==> config.mk <==
export PLATFORM = sky130hd
export DESIGN_NAME = mat_skew_feeder
export DESIGN_NICKNAME = d
export VERILOG_FILES = /design/src/rtl/mat_skew_feeder.sv
export SDC_FILE = /design/constraint.sdc
export NUM_CORES = 1
export LEC_CHECK = 0
export ABC_AREA = 1
export ABC_CLOCK_PERIOD_IN_PS = 3390
export CAP_MARGIN = 20
export CORE_MARGIN = 2
export CORE_UTILIZATION = 24
export CTS_CLUSTER_SIZE = 14
export DETAILED_ROUTE_END_ITERATION = 8
export GPL_TIMING_DRIVEN = 0
export PLACE_DENSITY = 0.52
export SYNTH_ARGS = -nofsm -noshare
export SYNTH_HDL_FRONTEND = slang
export SYNTH_SLANG_ARGS = --single-unit
export TNS_END_PERCENT = 100
==> constraint.sdc <==
create_clock -name CLK -period 3.39 [get_ports CLK]
set_input_delay 0.678 -clock CLK [delete_from_list [all_inputs] [get_ports CLK]]
set_output_delay 0.678 -clock CLK [all_outputs]
set_load 0.005 [all_outputs]
==> src/rtl/mat_skew_feeder.sv <==
// Operand feeder for the systolic matrix-multiply array: loads an MxM A/B pair, then streams the
// diagonally skewed, zero-padded wavefront plus FLUSH zero beats. Define SKEW_FEEDER_STALL_CNT_EN for the stall counter.
module mat_skew_feeder #(
  parameter int M     = 3,
  parameter int FLUSH = 2
) (
  input  logic           CLK,
  input  logic           rst,
  input  logic           ld_vld,
  output logic           ld_rdy,
  input  logic [8*M-1:0] ld_a,
  input  logic [8*M-1:0] ld_b,
  output logic [8*M-1:0] a,
  output logic [8*M-1:0] b,
  output logic           arr_vld,
  input  logic           arr_rdy,
  output logic           done,
  output logic [15:0]    stall_cnt
);
  localparam int SW = $clog2(3*M+FLUSH);
  localparam int CW = $clog2(M+1);
  localparam logic [SW-1:0] LAST_STEP = SW'(3*M-3+FLUSH);
  localparam logic [CW-1:0] LAST_BEAT = CW'(M-1);

  localparam logic [0:0] LOAD   = 1'b0;
  localparam logic [0:0] STREAM = 1'b1;

  logic [0:0]     state;
  logic [CW-1:0]  ld_cnt;
  logic [SW-1:0]  step;
  logic [SW-1:0]  sel_step;
  logic [7:0]     mem_a [M][M];
  logic [7:0]     mem_b [M][M];
  logic [8*M-1:0] nxt_a;
  logic [8*M-1:0] nxt_b;
  logic           ld_fire;
  logic           ld_last;
  logic           xfer;

  assign ld_rdy   = (state == LOAD);
  assign ld_fire  = ld_vld && ld_rdy;
  assign ld_last  = ld_fire && (ld_cnt == LAST_BEAT);
  assign xfer     = arr_vld && arr_rdy;
  // Step 0 only needs A[0][0] and B[0][0], both written on beat 0, so it is safe to read
  // storage on the edge that accepts the final load beat (M >= 2).
  assign sel_step = (state == LOAD) ? '0 : step + SW'(1);

  always_comb begin
    nxt_a = '0;
    nxt_b = '0;
    for (int i = 0; i < M; i++) begin
      for (int k = 0; k < M; k++) begin
        if (sel_step == SW'(i + k)) begin
          nxt_a[8*(M-i)-1 -: 8] = mem_a[i][k];
          nxt_b[8*(M-i)-1 -: 8] = mem_b[k][i];
        end
      end
    end
  end

  always_ff @(posedge CLK) begin
    if (!rst && ld_fire) begin
      for (int k = 0; k < M; k++) begin
        if (ld_cnt == CW'(k)) begin
          for (int c = 0; c < M; c++) begin
            mem_a[k][c] <= ld_a[8*(M-c)-1 -: 8];
            mem_b[c][k] <= ld_b[8*(M-c)-1 -: 8];
          end
        end
      end
    end
  end

  always_ff @(posedge CLK) begin
    if (rst) begin
      state   <= LOAD;
      ld_cnt  <= '0;
      step    <= '0;
      a       <= '0;
      b       <= '0;
      arr_vld <= 1'b0;
      done    <= 1'b0;
    end else begin
      done <= 1'b0;
      if (state == LOAD) begin
        if (ld_last) begin
          state   <= STREAM;
          ld_cnt  <= '0;
          step    <= '0;
          a       <= nxt_a;
          b       <= nxt_b;
          arr_vld <= 1'b1;
        end else if (ld_fire) begin
          ld_cnt <= ld_cnt + CW'(1);
        end
      end else if (xfer) begin
        if (step == LAST_STEP) begin
          state   <= LOAD;
          ld_cnt  <= '0;
          step    <= '0;
          a       <= '0;
          b       <= '0;
          arr_vld <= 1'b0;
          done    <= 1'b1;
        end else begin
          step <= step + SW'(1);
          a    <= nxt_a;
          b    <= nxt_b;
        end
      end
    end
  end

`ifdef SKEW_FEEDER_STALL_CNT_EN
  // Counts back-pressured cycles of the current stream; left untouched in LOAD so it can be read after done.
  always_ff @(posedge CLK) begin
    if (rst) begin
      stall_cnt <= '0;
    end else if (ld_last) begin
      stall_cnt <= '0;
    end else if (arr_vld && !arr_rdy && stall_cnt != 16'hFFFF) begin
      stall_cnt <= stall_cnt + 16'd1;
    end
  end
`else
  assign stall_cnt = 16'h0000;
`endif

endmodule

==> flow_summary.ini <==
[global_route]
grt_start_max_net_pins = 34
overflow = 0
grt_pass1_wl_um = 42080
antenna_found_initial = 4
grtUsageTotal_pct = 14.46
grt_pass1_vias = 6827

[floorplan]
core_um2 = 36610
ios = 119
rows = 70
die_w_um = 196.6
die_h_um = 196.6
start_util_pct = 24.33
dieArea_um2 = 38670

[power_and_ir_drop]
power_mw = 5.514
leakage_nw = 4.198
p_per_area_nw_per_um2 = 483.7
ir_worst_vdd_v = 0.0002581

[timing]
worst_pin_slew_ns = 0.7991
setup_ws_ns = 0.8518
fin_crit_sh_pct = 74.87
clock_skew_ns = 0.01867
finalSetupViolCount = 0
final_hold_viol_count = 0
fmax_mhz = 394.0
maxSlewViolCount = 0
maxSlewHeadroom_pct = 46.73
rsz0062_at_grt = no
period_minus_slack_ns = 2.538

[cts]
numCtsBuffers = 23
cts-root-buf = clkbuf_16
cts_tree = built
cts_htree_levels = 1
post_cts_buffers = 0
clock_latency_ns = 0.52
clock_sinks = 201
clkTransAtPathRegs_ns = 0.06
clockBufferDepth = 3
cts.repair.resized = 0
ctsHoldBuffers = 0

[synth]
synth_most_common_cell = edfxtp_1
synthDominantCellAreaShare_pct = 48.55
synth_ff_type = edfxtp_1
synth_edf_count = 144
ys_types = 32
synth-seq-cells = 201
async_flop_share_pct = 0
syn_area_um2 = 8906
synth_top_area_cell = edfxtp_1
syn_avg_cell_area_um2 = 10.05
ys_seq_area_share_pct = 61.37
synthTopCellsByCount = edfxtp_1, nand2_1, nand4_1
synth_warnings = 0
postSynthCellCount = 886
synthTopCellsByArea = edfxtp_1, dfxtp_1, nand4_1, nand2_1, nand3_1

[cells_and_area]
layout.cells.non_filler = 1520
multi_input_area_um2 = 2630
drive_above_1_share_pct = 14.18
syn_to_final_growth_pct = 28.00
nets = 1089
regArea_um2 = 5465
fill_cells = 3782

[placement]
dp_hpwl_um = 21830
dp.cells = 1478
io_buffers = 102
pre_cts_ws_ns = 0.3181
routabilityCongestion = 0.8985

[min_path]
hold_class = reg -> reg
hp-start = a[4]

[worst_setup_path]
worstPathRequired_ns = 3.61
cp-startpoint = ld_vld
cp-end-kind = flop
crit_arrival_ns = 2.76
crit_type = in -> reg
cp-start-kind = input pin
timing.rr.start = step[0]
worstPathMaxFanout = 33

[drt]
wl_per_cell_um = 18.60
avgViaCountPerCell = 4.572
ant_nets = 0
drtIter0Drc = 537
dr_total_vias = 6949
drc = 0
first_pass_iters = 6
wl_um = 28270

[job]
drv_cap = 0

[status]
outcome = complete, no violations
critical path, stage by stage:
cell and delay, ns:
clkdlybuf4s50_1 0.45, inv_1 0.06, nor2_4 0.14, inv_2 0.05, nor2_1 0.11, inv_2 0.08, nor3_4 0.33, buf_2 0.72
nor3_1 0.13
routing by layer:
layer  vias up  GRT usage [%]  part of all wire [%]
li1       3365              -                     -
met1      3263          18.93                    44
met2       269          23.67                    46
met3        52          3.114                   7.3
met4         0          5.124                   3.2
met5         -              0                     0
stage by stage:
step,setup TNS [ns],hold slack (ns),util [%],instance area [um^2]
3_3_place_gp,-153.88,0.4540,28.87,10570
5_1_grt,0,0.4880,31.13,11400
6_report,0,0.4659,31.14,11400
3_5_place_dp,0,0.4582,29.16,10680
2_1_floorplan,0,0.4598,-,8962
4_1_cts,0,0.4702,31.13,11400
cell families (layout without fill, tap and decap cells):
family	count (synthesis)	count (layout)	share of synthesized area [%]
AO/OA/AOI/OAI	59	59	3.428
adder cells (fa/ha/maj)	2	2	0.2809
buffers and inverters	190	340	9.904
flip-flops	201	201	61.37
other	1	17	0.04211
AND/OR/NAND/NOR	433	433	24.98
sequential cells by signal, indices dropped and copies added, names as in the netlist:
register,flops
state,1
arr_vld,1
done,1
ld_cnt,2
b,24
mem_b,72
step,4
mem_a,72
a,24
where the power goes:
| group | switching (mW) | internal, mW |
|---|---|---|
| Sequential | 0.0252 | 2.70 |
| Combinational | 0.221 | 0.154 |
| Clock | 1.00 | 1.41 |
cell type report:
class,count,share of cell area (%)
sequential,201,47.94
multi-input combinational,510,23.07
timing repair buffer,109,9.757
clock buffer,29,5.246
tap,468,5.137
buffer,85,4.292
inverter,105,3.457
clock inverter,12,1.076
antenna,1,0.02195
worst paths after layout:
| kind | endpoint | slack, ns | cells after the start |
|---|---|---|---|
| max | mem_b[0][47] | 0.85 | 9 |
| min | a[4] | 0.47 | 2 |
| max reg2reg | a[14] | 0.87 | 10 |
| min reg2reg | a[4] | 0.47 | 2 |
cell usage in the layout (no fill, tap or decap), types with 23 or more instances in the layout:
| cell | synthesis | final |
|---|---|---|
| clkbuf_1 | 17 | 23 |
| nand3_1 | 72 | 72 |
| nor3_1 | 27 | 24 |
| buf_2 | 39 | 40 |
| a21oi_1 | 51 | 51 |
| clkdlybuf4s50_1 | 0 | 102 |
| nor2_1 | 35 | 35 |
| clkinv_1 | 21 | 25 |
| dfxtp_1 | 57 | 57 |
| nand2_1 | 136 | 136 |
| inv_1 | 75 | 75 |
| edfxtp_1 | 144 | 144 |
| nand4_1 | 129 | 129 |
| clkbuf_16 | 0 | 23 |
No activity file was read; power rests on OpenSTA's default activity.
